[config.mk]
export PLATFORM = sky130hd
export DESIGN_NAME = mul_issue_ctrl
export DESIGN_NICKNAME = d
export VERILOG_FILES = /design/src/rtl/mul_issue_pkg.sv /design/src/rtl/mul_req_fifo.sv /design/src/rtl/mul_issue_ctrl.sv
export SDC_FILE = /design/constraint.sdc
export NUM_CORES = 1
export LEC_CHECK = 0
export CORE_MARGIN = 4
export CORE_UTILIZATION = 50
export CTS_BUF_LIST = sky130_fd_sc_hd__clkbuf_8
export CTS_CLUSTER_SIZE = 28
export DETAILED_ROUTE_END_ITERATION = 10
export PLACE_DENSITY = 0.75
export SLEW_MARGIN = 15
export SYNTH_ARGS = -nofsm -noshare
export SYNTH_HDL_FRONTEND = slang
export SYNTH_SLANG_ARGS = --single-unit
[constraint.sdc]
create_clock -name clk -period 3.2 [get_ports clk]
set_clock_uncertainty 0.15 [all_clocks]
set_input_delay 0.64 -clock clk [delete_from_list [all_inputs] [get_ports clk]]
set_output_delay 0.64 -clock clk [all_outputs]
set_load 0.02 [all_outputs]
[src/rtl/mul_issue_pkg.sv]
// Shared types and constants for the multiplier issue front-end.
package mul_issue_pkg;

    // Issue FSM state encoding
    typedef enum logic [1:0] {
        S_IDLE  = 2'd0,
        S_START = 2'd1,
        S_WAIT  = 2'd2,
        S_RESP  = 2'd3
    } mul_state_t;

    localparam int unsigned OPND_W          = 8;
    localparam int unsigned PROD_W          = 16;
    localparam int unsigned MUL_LATENCY     = 4;
    localparam int unsigned DEFAULT_TIMEOUT = 8;

endpackage

[src/rtl/mul_req_fifo.sv]
// Request FIFO: DEPTH entries of DATA_W bits, power-of-two depth, wrapping pointers.
module mul_req_fifo #(
    parameter int unsigned DEPTH  = 4,
    parameter int unsigned DATA_W = 20,
    parameter int unsigned CNT_W  = $clog2(DEPTH + 1)
) (
    input  logic              clk,
    input  logic              rst_n,
    input  logic              push_i,
    input  logic [DATA_W-1:0] wdata_i,
    input  logic              pop_i,
    output logic [DATA_W-1:0] rdata_o,
    output logic [CNT_W-1:0]  count_o,
    output logic              full_o,
    output logic              empty_o
);

    localparam int unsigned PTR_W = $clog2(DEPTH);

    logic [DATA_W-1:0] mem_q [DEPTH];
    logic [PTR_W-1:0]  wr_ptr_q, rd_ptr_q;
    logic [CNT_W-1:0]  count_q;
    logic              do_push, do_pop;

    assign full_o  = (count_q == CNT_W'(DEPTH));
    assign empty_o = (count_q == '0);
    assign count_o = count_q;
    assign rdata_o = mem_q[rd_ptr_q];
    assign do_push = push_i & ~full_o;
    assign do_pop  = pop_i & ~empty_o;

    // Storage array, written at the tail
    always_ff @(posedge clk) begin
        if (do_push) begin
            mem_q[wr_ptr_q] <= wdata_i;
        end
    end

    // Pointers and occupancy; push+pop together keeps the count
    always_ff @(posedge clk or negedge rst_n) begin
        if (!rst_n) begin
            wr_ptr_q <= '0;
            rd_ptr_q <= '0;
            count_q  <= '0;
        end else begin
            if (do_push) begin
                wr_ptr_q <= wr_ptr_q + PTR_W'(1);
            end
            if (do_pop) begin
                rd_ptr_q <= rd_ptr_q + PTR_W'(1);
            end
            case ({do_push, do_pop})
                2'b10:   count_q <= count_q + CNT_W'(1);
                2'b01:   count_q <= count_q - CNT_W'(1);
                default: count_q <= count_q;
            endcase
        end
    end

endmodule

[src/rtl/mul_issue_ctrl.sv]
// Multiplier request front-end: buffers requests, issues one at a time,
// returns tagged products with a watchdog-generated error on a missing done.
module mul_issue_ctrl
    import mul_issue_pkg::*;
#(
    parameter int unsigned DEPTH   = 4,
    parameter int unsigned TAG_W   = 4,
    parameter int unsigned TIMEOUT = DEFAULT_TIMEOUT
) (
    input  logic              clk,
    input  logic              rst_n,
    input  logic              req_valid,
    output logic              req_ready,
    input  logic [OPND_W-1:0] req_a,
    input  logic [OPND_W-1:0] req_b,
    input  logic [TAG_W-1:0]  req_tag,
    output logic              rsp_valid,
    input  logic              rsp_ready,
    output logic [PROD_W-1:0] rsp_prod,
    output logic [TAG_W-1:0]  rsp_tag,
    output logic              rsp_err,
    output logic              mul_start,
    output logic [OPND_W-1:0] mul_a,
    output logic [OPND_W-1:0] mul_b,
    input  logic              mul_done,
    input  logic [PROD_W-1:0] mul_result,
    output logic              busy
);

    localparam int unsigned WD_W    = $clog2(TIMEOUT + 1);
    localparam int unsigned ENTRY_W = 2 * OPND_W + TAG_W;
    localparam int unsigned CNT_W   = $clog2(DEPTH + 1);

    mul_state_t         state_q, state_d;
    logic [WD_W-1:0]    wd_q, wd_d, wd_inc;
    logic [OPND_W-1:0]  mul_a_q, mul_a_d, mul_b_q, mul_b_d;
    logic [TAG_W-1:0]   cur_tag_q, cur_tag_d;
    logic [PROD_W-1:0]  rsp_prod_q, rsp_prod_d;
    logic [TAG_W-1:0]   rsp_tag_q, rsp_tag_d;
    logic               rsp_err_q, rsp_err_d;
    logic               rsp_valid_q, mul_start_q, busy_q;

    logic               fifo_push, fifo_pop, fifo_full, fifo_empty;
    logic [ENTRY_W-1:0] fifo_rdata;
    logic [CNT_W-1:0]   fifo_count, fifo_cnt_d;

    assign req_ready = ~fifo_full;
    assign fifo_push = req_valid & req_ready;

    assign rsp_valid = rsp_valid_q;
    assign rsp_prod  = rsp_prod_q;
    assign rsp_tag   = rsp_tag_q;
    assign rsp_err   = rsp_err_q;
    assign mul_start = mul_start_q;
    assign mul_a     = mul_a_q;
    assign mul_b     = mul_b_q;
    assign busy      = busy_q;

    mul_req_fifo #(
        .DEPTH  (DEPTH),
        .DATA_W (ENTRY_W),
        .CNT_W  (CNT_W)
    ) u_fifo (
        .clk     (clk),
        .rst_n   (rst_n),
        .push_i  (fifo_push),
        .wdata_i ({req_a, req_b, req_tag}),
        .pop_i   (fifo_pop),
        .rdata_o (fifo_rdata),
        .count_o (fifo_count),
        .full_o  (fifo_full),
        .empty_o (fifo_empty)
    );

    // Next-state, pop and operand/response register updates
    always_comb begin
        state_d    = state_q;
        wd_d       = wd_q;
        wd_inc     = (wd_q == WD_W'(TIMEOUT)) ? wd_q : wd_q + WD_W'(1);
        fifo_pop   = 1'b0;
        mul_a_d    = mul_a_q;
        mul_b_d    = mul_b_q;
        cur_tag_d  = cur_tag_q;
        rsp_prod_d = rsp_prod_q;
        rsp_tag_d  = rsp_tag_q;
        rsp_err_d  = rsp_err_q;
        case (state_q)
            S_IDLE: begin
                if (!fifo_empty) begin
                    fifo_pop                       = 1'b1;
                    {mul_a_d, mul_b_d, cur_tag_d}  = fifo_rdata;
                    state_d                        = S_START;
                end
            end
            S_START: begin
                wd_d    = '0;
                state_d = S_WAIT;
            end
            S_WAIT: begin
                wd_d = wd_inc;
                if (mul_done) begin
                    rsp_prod_d = mul_result;
                    rsp_tag_d  = cur_tag_q;
                    rsp_err_d  = 1'b0;
                    state_d    = S_RESP;
                end else if (wd_inc == WD_W'(TIMEOUT)) begin
                    rsp_prod_d = '0;
                    rsp_tag_d  = cur_tag_q;
                    rsp_err_d  = 1'b1;
                    state_d    = S_RESP;
                end
            end
            S_RESP: begin
                if (rsp_ready) begin
                    if (!fifo_empty) begin
                        fifo_pop                       = 1'b1;
                        {mul_a_d, mul_b_d, cur_tag_d}  = fifo_rdata;
                        state_d                        = S_START;
                    end else begin
                        state_d = S_IDLE;
                    end
                end
            end
            default: state_d = S_IDLE;
        endcase
    end

    // FIFO occupancy after this edge, for the registered busy flag
    always_comb begin
        fifo_cnt_d = fifo_count + CNT_W'(fifo_push) - CNT_W'(fifo_pop);
    end

    // State and output registers
    always_ff @(posedge clk or negedge rst_n) begin
        if (!rst_n) begin
            state_q     <= S_IDLE;
            wd_q        <= '0;
            mul_a_q     <= '0;
            mul_b_q     <= '0;
            cur_tag_q   <= '0;
            rsp_prod_q  <= '0;
            rsp_tag_q   <= '0;
            rsp_err_q   <= 1'b0;
            rsp_valid_q <= 1'b0;
            mul_start_q <= 1'b0;
            busy_q      <= 1'b0;
        end else begin
            state_q     <= state_d;
            wd_q        <= wd_d;
            mul_a_q     <= mul_a_d;
            mul_b_q     <= mul_b_d;
            cur_tag_q   <= cur_tag_d;
            rsp_prod_q  <= rsp_prod_d;
            rsp_tag_q   <= rsp_tag_d;
            rsp_err_q   <= rsp_err_d;
            rsp_valid_q <= (state_d == S_RESP);
            mul_start_q <= (state_d == S_START);
            busy_q      <= (state_d != S_IDLE) || (fifo_cnt_d != '0);
        end
    end

endmodule

==> impl_metrics.ini <==
[cells_and_area]
fillCellCount = 744
area.growth.synth_to_final_pct = 25.9
layout-drive-gt1-share_pct = 22.9
fin_nets = 458
fin_util_pct = 65.5
insertedDiodeCount = 0

[synth]
synth_top_area_share_pct = 44.1
syn-num-nets = 360
synth-edff-count = 80
synth_cells = 304
synth_flop_cell = edfxtp_1
async_reset_ff_share_pct = 41.6
synth_cell_types = 42
synth-seq-cells = 137
seq_area_frac_synth_pct = 70.4
postSynthAreaPerCell_um2 = 17.9
synth.largest_area_cell = edfxtp_1
syn_area_um2 = 5440
ys_top_cells_by_area = edfxtp_1 44%, dfrtp_1 26%, mux4_2 8.3%, mux2_2 4.1%, ha_1 3.0%
synth_warnings = 0

[clocking]
cts_resized = 0
hold_buffers = 0
clock-root-buffer = clkbuf_8
insertion_delay_ns = 0.42
cts_max_path_buffers = 2
cts_made_buffers = 17
ctsHtreeMaxLevel = 4
cts_sinks = 137
cts_tree = done
clk_pin_slew_worst_paths_ns = 0.08
postCtsSetupBuffers = 0

[floorplanning]
rows = 37
die_y_um = 112
core_region_area_um2 = 10500
io-pin-count = 82
floorplan.initialDensity_pct = 52.0
die_area_um2 = 12600
fp.dieW_um = 112

[drt]
wl_per_cell_um = 17.2
routed-wl-met2_um = 4860
maxUsedRoutingLayer = met4
avgViaCountPerCell = 5.36
dr.pass1.iters = 4
remaining_drc_errors = 0
ant_nets = 0
num_vias = 2954
routed_wl_um = 9480
dr_wl_met3_um = 476
drt_first_iter_violations = 133
wl_met1_um = 4060

[place]
portBuffers = 81
place_congestion = 0.764
dp_hpwl_um = 6480

[global_routing]
grt_max_degree = 28
grt_usage_pct = 15.7
gr-total-overflow = 0
grt_pass1_vias = 3046
grt_pass1_wl_um = 15500
antenna_found_initial = 0

[timing]
hold_viol_final = 0
fin_setup_tns_ns = 0
max_freq_mhz = 358
fin_crit_ns = 2.79
finalCritPeriodShare_pct = 87.3
finalSetupViolCount = 0
whs_ns = 0.102
worst_pin_slew_ns = 0.937
slew_viol_final = 0
slew_headroom_pct = 37.5
rsz0062_at_grt = no

[setup_path]
slowest_stage = ha_1
cp-end-kind = flip-flop
cpMostUsedCell = ha_1
path_cells = inv_1 > ha_1 > nor3_1 > ha_1 > inv_1 > ha_1 > fa_1 > xor2_1 > xnor2_1 > nor4_1 > nand2_1
critPathMaxStageDelay_ns = 0.48
crit_type = flip-flop to flip-flop
critPathMaxFanout = 10
crit_path_start = state_q[0]$_DFF_PN0_
cp.required_ns = 3.35
crit_arrival_ns = 2.95
r2r-start = state_q[0]$_DFF_PN0_
start_kind = flip-flop

[power]
powerDensity_nw_per_um2 = 1010
ir_worst_vdd_v = 0.000484
power_leakage_nw = 2.63
total_power_mw = 6.89

[flow_run]
cap_violations = 0

[worst_hold_path]
hold_class = primary input to async pin

[run_status]
status = finished, final reports clean
==> final cells by class <==
class | instances | area, um^2 | area share, %
clock buffer | 17 | 234 | 3.42
clock inverter | 15 | 165 | 2.41
inverter | 15 | 56.3 | 0.822
multi-input combinational | 139 | 1490 | 21.8
sequential | 137 | 3830 | 55.9
tap | 136 | 170 | 2.48
timing repair buffer | 92 | 901 | 13.2
==> registers in the layout (all words and copies together) (netlist names), 2 cells and up <==
signal           flops
u_fifo.mem_q        80
u_fifo.wr_ptr_q      2
mul_b                8
cur_tag_q            4
mul_a                8
wd_q                 4
u_fifo.count_o       3
rsp_prod            16
rsp_tag              4
state_q              2
u_fifo.rd_ptr_q      2
==> final timing paths <==
kind,depth (start not counted),slack [ns],end
min in group clk,1,0.35,rsp_prod[8]$_DFFE_PN0P_
hold reg to reg,1,0.35,rsp_prod[8]$_DFFE_PN0P_
max in group asynchronous,2,2.12,cur_tag_q[0]$_DFFE_PN0P_
setup reg to reg,11,0.41,busy$_DFF_PN0_
setup / recovery,11,0.41,busy$_DFF_PN0_
hold / removal,1,0.10,mul_a[5]$_DFFE_PN0P_
==> worst max-delay path: cells and delay by family (launching register included) <==
family	cells	cell delay [ns]
fa+ha+maj	4	1.32
flops	1	0.41
simple gates	3	0.35
xor+xnor	2	0.29
buf+inv	2	0.16
==> per-layer routing <==
metal | up-vias | global-route usage, %
met5 | - | 0
li1 | 1358 | -
met4 | 0 | 5.29
met1 | 1510 | 19.2
met2 | 80 | 26.8
met3 | 6 | 4.85
==> where the power goes <==
part	internal [mW]	switching [mW]
Sequential	2.45	0.323
Clock	0.707	0.674
Combinational	1.45	1.29
Total	4.60	2.28
==> placed cells by master (no fill, tap or decap), types with 5 or more instances in the layout <==
master | netlist | final
inv_1 | 14 | 14
clkinv_4 | 0 | 5
clkdlybuf4s50_1 | 0 | 80
edfxtp_1 | 80 | 80
clkbuf_8 | 0 | 17
nor2_1 | 5 | 5
inv_6 | 0 | 5
nand2_1 | 13 | 13
dfrtp_1 | 57 | 57
ha_1 | 13 | 13
mux4_2 | 20 | 20
a22o_1 | 16 | 16
mux2_2 | 20 | 20
buf_4 | 1 | 10
==> synthesized netlist by cell type (all sizes together), types with 3 or more instances <==
cell,n
xor2,4
mux2,24
mux4,20
nand3,4
a22o,16
dfrtp,57
a21oi,3
inv,15
clkbuf,4
and3,4
buf,9
nand2,13
nor3,4
o21ai,4
xnor2,4
nor2,6
edfxtp,80
ha,13
==> logic make-up (layout without fill, tap and decap cells) <==
family                   Yosys count  after routing  share of synthesized area [%]
XOR/XNOR                           8              8                           1.29
flip-flops                       137            137                           70.4
buffers and inverters             28            139                           2.28
AND/OR/NAND/NOR                   39             39                           3.70
AO/OA/AOI/OAI                     32             32                           4.94
multiplexers                      45             45                           13.7
adder cells (fa/ha/maj)           15             15                           3.73
==> metrics by stage <==
stage | worst slack, ns | cells | instance area [um^2]
6_report | 0.408 | 551 | 6850
3_5_place_dp | 0.109 | 519 | 6450
4_1_cts | 0.385 | 551 | 6850
3_3_place_gp | 0.208 | 519 | 6450
2_1_floorplan | 0.509 | 304 | 5440
5_1_grt | 0.225 | 551 | 6850
Power figures use the tool's default switching activity.
